`src/rtl/riscv_pkg.sv`:
```
// riscv_pkg: shared constants for the RV32I datapath.
//   XLEN / REG_ADDR_W size the register file and the ALU.
//   ZERO_REG is the x0 index, which is hardwired to zero.
//   alu_sel_e holds the ALU operation encodings used by alu and the control decoder.
package riscv_pkg;

  localparam int XLEN       = 32;
  localparam int REG_ADDR_W = 5;

  localparam logic [REG_ADDR_W-1:0] ZERO_REG = 5'd0;

  typedef enum logic [3:0] {
    ALU_ADD  = 4'd0,
    ALU_SUB  = 4'd1,
    ALU_SLL  = 4'd2,
    ALU_SLT  = 4'd3,
    ALU_SLTU = 4'd4,
    ALU_XOR  = 4'd5,
    ALU_SRL  = 4'd6,
    ALU_SRA  = 4'd7,
    ALU_OR   = 4'd8,
    ALU_AND  = 4'd9
  } alu_sel_e;

endpackage

```
`src/rtl/regfile_read_port.sv`:
```
// regfile_read_port: one combinational read port of the integer register file.
//   Optional macro: REGFILE_BYPASS_EN. When it is defined, the port forwards the
//   write-back data in the same cycle if the port address matches the write address.
// Ports:
//   i_regs     in   2**ADDR_W x N  flattened register contents (entry 0 is unused)
//   i_addr     in   ADDR_W         read address
//   i_wr_en    in   1              qualified write strobe (already excludes x0 and reset)
//   i_wr_addr  in   ADDR_W         write address
//   i_wr_data  in   N              write-back data
//   o_data     out  N              read data; 0 whenever i_addr is x0
module regfile_read_port
  import riscv_pkg::*;
#(
  parameter int N      = XLEN,
  parameter int ADDR_W = REG_ADDR_W
) (
  input  logic [(2**ADDR_W)-1:0][N-1:0] i_regs,
  input  logic [ADDR_W-1:0]             i_addr,
  input  logic                          i_wr_en,
  input  logic [ADDR_W-1:0]             i_wr_addr,
  input  logic [N-1:0]                  i_wr_data,
  output logic [N-1:0]                  o_data
);

  logic w_is_zero;
  assign w_is_zero = (i_addr == ADDR_W'(ZERO_REG));

`ifdef REGFILE_BYPASS_EN
  logic w_fwd;
  assign w_fwd = i_wr_en && (i_wr_addr == i_addr);

  always_comb begin
    o_data = i_regs[i_addr];
    if (w_fwd)     o_data = i_wr_data;
    // x0 masking has the last word, so it also wins over forwarding.
    if (w_is_zero) o_data = '0;
  end
`else
  // Without forwarding the write-side inputs have no effect on this port.
  logic w_unused_bypass;
  assign w_unused_bypass = ^{i_wr_en, i_wr_addr, i_wr_data};

  always_comb begin
    o_data = i_regs[i_addr];
    if (w_is_zero) o_data = '0;
  end
`endif

endmodule

```
`src/rtl/register_file.sv`:
```
// register_file: RV32I integer register file with 2 combinational read ports and 1 write port.
//   Optional macro: REGFILE_BYPASS_EN. When it is defined, write-through forwarding is
//   performed in the read ports.
// Ports:
//   clk        in   1       core clock; writes happen on the rising edge
//   rst        in   1       asynchronous, active-high; clears every register
//   reg_write  in   1       write enable for rd
//   rs1_addr   in   ADDR_W  read port 1 address
//   rs2_addr   in   ADDR_W  read port 2 address
//   rd_addr    in   ADDR_W  write address
//   rd_data    in   N       write-back data
//   rs1_data   out  N       read port 1 data (ALU A)
//   rs2_data   out  N       read port 2 data (ALU B / immediate mux)
module register_file
  import riscv_pkg::*;
#(
  parameter int N      = XLEN,
  parameter int ADDR_W = REG_ADDR_W
) (
  input  logic              clk,
  input  logic              rst,
  input  logic              reg_write,
  input  logic [ADDR_W-1:0] rs1_addr,
  input  logic [ADDR_W-1:0] rs2_addr,
  input  logic [ADDR_W-1:0] rd_addr,
  input  logic [N-1:0]      rd_data,
  output logic [N-1:0]      rs1_data,
  output logic [N-1:0]      rs2_data
);

  localparam int NREG = 2**ADDR_W;

  // x0 has no storage; entries 1..NREG-1 are real flops.
  logic [N-1:0] r_regs [1:NREG-1];

  logic [NREG-1:0][N-1:0] w_regs;
  logic                   w_wr_en;

  // The reset term keeps forwarding from leaking rd_data while rst holds the outputs at 0.
  assign w_wr_en = reg_write && !rst && (rd_addr != ADDR_W'(ZERO_REG));

  // The reset branch has priority, so a write on the edge where rst is released is dropped.
  always_ff @(posedge clk or posedge rst) begin
    if (rst) begin
      for (int i = 1; i < NREG; i++) r_regs[i] <= '0;
    end else if (reg_write && (rd_addr != ADDR_W'(ZERO_REG))) begin
      r_regs[rd_addr] <= rd_data;
    end
  end

  always_comb begin
    w_regs[0] = '0;
    for (int i = 1; i < NREG; i++) w_regs[i] = r_regs[i];
  end

  regfile_read_port #(.N(N), .ADDR_W(ADDR_W)) u_rd_rs1 (
    .i_regs    (w_regs),
    .i_addr    (rs1_addr),
    .i_wr_en   (w_wr_en),
    .i_wr_addr (rd_addr),
    .i_wr_data (rd_data),
    .o_data    (rs1_data)
  );

  regfile_read_port #(.N(N), .ADDR_W(ADDR_W)) u_rd_rs2 (
    .i_regs    (w_regs),
    .i_addr    (rs2_addr),
    .i_wr_en   (w_wr_en),
    .i_wr_addr (rd_addr),
    .i_wr_data (rd_data),
    .o_data    (rs2_data)
  );

endmodule

```
`config.mk`:
```
export PLATFORM = sky130hd
export DESIGN_NAME = register_file
export DESIGN_NICKNAME = d
export VERILOG_FILES = /design/src/rtl/riscv_pkg.sv /design/src/rtl/regfile_read_port.sv /design/src/rtl/register_file.sv
export SDC_FILE = /design/constraint.sdc
export NUM_CORES = 2
export LEC_CHECK = 0
export CAP_MARGIN = 20
export CORE_UTILIZATION = 35
export CTS_CLUSTER_SIZE = 10
export DETAILED_ROUTE_END_ITERATION = 8
export PLACE_DENSITY_LB_ADDON = 0.2
export SETUP_SLACK_MARGIN = 0.2
export SLEW_MARGIN = 5
export SYNTH_ARGS = -nofsm -noshare
export SYNTH_HDL_FRONTEND = slang
export SYNTH_SLANG_ARGS = --single-unit
export TNS_END_PERCENT = 1
```
`constraint.sdc`:
```
create_clock -name clk -period 103.4 [get_ports clk]
set_input_delay 15.51 -clock clk [delete_from_list [all_inputs] [get_ports clk]]
set_output_delay 15.51 -clock clk [all_outputs]
set_load 0.02 [all_outputs]
```
==> out/qor.yml <==
path_delay_family: "buffers and inverters"
final_core_util: 0.391
drc: 0
place_congestion: 0.784
via_per_inst: 6.09
yosysSeqAreaShare: 0.464
netlist_instances: 3990
r2r_start: "r_regs[724]"
drive_above_1_share: 0.397
crit_top_cell: "buf_4"
netSwitchingFraction: 0.291
worst_path_largest_cell_delay_ns: 0.92
path_buf_inv: 4
numCtsBuffers: 114
areaGrowthSynthToFinish_pct: 10.8
start_kind: "primary input"
synth_cell_type_count: 45
critPathLaunch: "rs1_addr[0]"
p_leak_nw: 25.9
final.min_clock_period_ns: 35.62
syn_area_um2: 53500
grt_pass1_wl_um: 277000
drtIter0Drc: 3417
num_vias: 36404
rr_worst_depth: 1
powerDensity_nw_per_um2: 19.1
maxSlewHeadroom: 0.177
crit_slowest_cell: "buf_4"
ctsResizeCount: 0
crit_required_ns: 87.89
regMostFlops: "r_regs"
io_pins: 114
critPathMaxFanout: 57
stdcell_area_um2: 59300
wl_per_cell_um: 32.4
nNetsFinal: 3948
dr.pass1.iters: 5
tritoncts: "done"
clock_skew_ns: 0
num_rows: 143
cts.sinks: 992
setup_viol: 0
synthArstFlopShare: 1.00
die_area_um2: 155000
clock-root-buffer: "clkbuf_16"
grt_pass1_vias: 36521
grt_start_max_net_pins: 158
hold_buffers: 0
hold_path.class: "flop to flop"
switchingPower_uw: 331
hold_violations: 0
portBuffers: 113
critPathArrivalTime_ns: 20.11
die_w_um: 393
cp.depth: 7
yosysWarnings: 0
core_um2: 152000
crit_chain: "buf_8 > buf_4 > buf_4 > mux4_2 > o221ai_1 > a211oi_1 > clkdlybuf4s50_1"
outcome: "finished clean"
fp.dieH_um: 393
timing.rr.end: "r_regs[724]"
rsz0062_at_grt: "no"
worstSetupPathType: "primary input to output pin"
ir_drop_mv: 0.0132
dp_hpwl_um: 104000
htree_levels: 3
p_int_uw: 805
comb_power_share: 0.212
tns_ns: 0
synthesis.nets: 4040
fmax_mhz: 28.1
p_clk_frac: 0.329
antenna_found_initial: 14
ant_nets: 0
pwr-share-seq: 0.458
routed_wl_um: 194000
post-cts-setup-buffers: 0
layout_commonest_cell: "mux2_2"
final_cell_mix: "mux2_2 (1096), dfrtp_1 (992), mux2i_1 (547), o22ai_1 (287), mux4_2 (150)"
largest_register_ffs: 992
synth-seq-cells: 992
clockBufferDepth: 3
synth-edff-count: 0
max_cap_violations: 0
period_share: 0.344
end_kind: "output pin"
synth-main-ff-cell: "dfrtp_1"
track_usage: 0.250
clk_latency_ns: 0.73
syn_area_per_cell_um2: 13.4
largestRegisters: "r_regs x992"
worst_slew_pin_slew_ns: 1.23
clk_pin_slew_worst_paths_ns: 0.05
start_util: 0.352
endpoint: "rs1_data[29]"
placed_area_um2: 55900
globalRoute.totalOverflow: 0
report.final.slew_viol_count: 0
r2r_setup_slack_ns: 102.60
[routing by layer]
metal / vias up / share of wire / GRT usage
met4: 18 / 0.030 / 0.0695
met5: - / 0.00060 / 0
met3: 345 / 0.069 / 0.0527
met2: 1265 / 0.44 / 0.374
met1: 19708 / 0.46 / 0.363
li1: 15068 / - / -
[power by group through the flow]
stage	logic, mW	clock network (mW)	registers (mW)
finish	0.241	0.374	0.520
global route	0.259	0.396	0.531
CTS	0.240	0.382	0.518
detailed placement	0.240	0	0.525
global placement	0.236	0	0.522
floorplan	0.184	0	0.510
[cells in the mapped netlist, drive strengths merged, types with 15 or more instances]
cell type | number | area share
a211oi | 57 | 0.0097
a21oi | 28 | 0.0026
a221o | 19 | 0.0036
a221oi | 41 | 0.0067
a22oi | 63 | 0.0088
buf | 242 | 0.032
clkbuf | 180 | 0.013
dfrtp | 992 | 0.46
mux2 | 1105 | 0.23
mux2i | 547 | 0.10
mux4 | 150 | 0.063
nand2 | 20 | 0.0014
nor2 | 17 | 0.0014
nor3 | 136 | 0.013
o221ai | 15 | 0.0025
o22ai | 287 | 0.034
or3 | 24 | 0.0028
[worst min path at each step]
stage	start	endpoint	slack, ns	depth (start not counted)
after floorplan	r_regs[363]	r_regs[363]	0.48	1
after global placement	r_regs[377]	r_regs[377]	0.49	1
after global routing	r_regs[376]	r_regs[376]	0.53	1
final	r_regs[363]	r_regs[363]	0.52	1
after CTS	r_regs[375]	r_regs[375]	0.51	1
after detailed placement	r_regs[378]	r_regs[378]	0.50	1
[area by class of cell]
type / instances / area, µm²
clock inverter: 7 / 72.6
multi-input combinational: 2574 / 26600
timing repair buffer: 214 / 2100
inverter: 2 / 15.0
fill: 14351 / 92600
sequential: 992 / 24800
tap: 2030 / 2540
clock buffer: 156 / 3170
antenna: 2 / 5.00
[kinds of logic after synthesis]
| logic type | Yosys count | share of synthesized area |
|---|---|---|
| compound gates | 537 | 0.0708 |
| buf+inv | 424 | 0.0447 |
| simple gates | 235 | 0.0231 |
| mux | 1802 | 0.398 |
| flops | 992 | 0.464 |
[stage by stage]
stage          hold slack [ns]  std cells  total power, mW  setup slack [ns]
3_3_place_gp             0.492       5791            0.758             67.80
4_1_cts                  0.512       5961             1.14             67.85
2_1_floorplan            0.479       3990            0.694             59.98
5_1_grt                  0.526       5975             1.19             67.58
6_report                 0.517       5977             1.14             67.78
3_5_place_dp             0.500       5798            0.765             67.85
(Power assumes the default switching activity.)
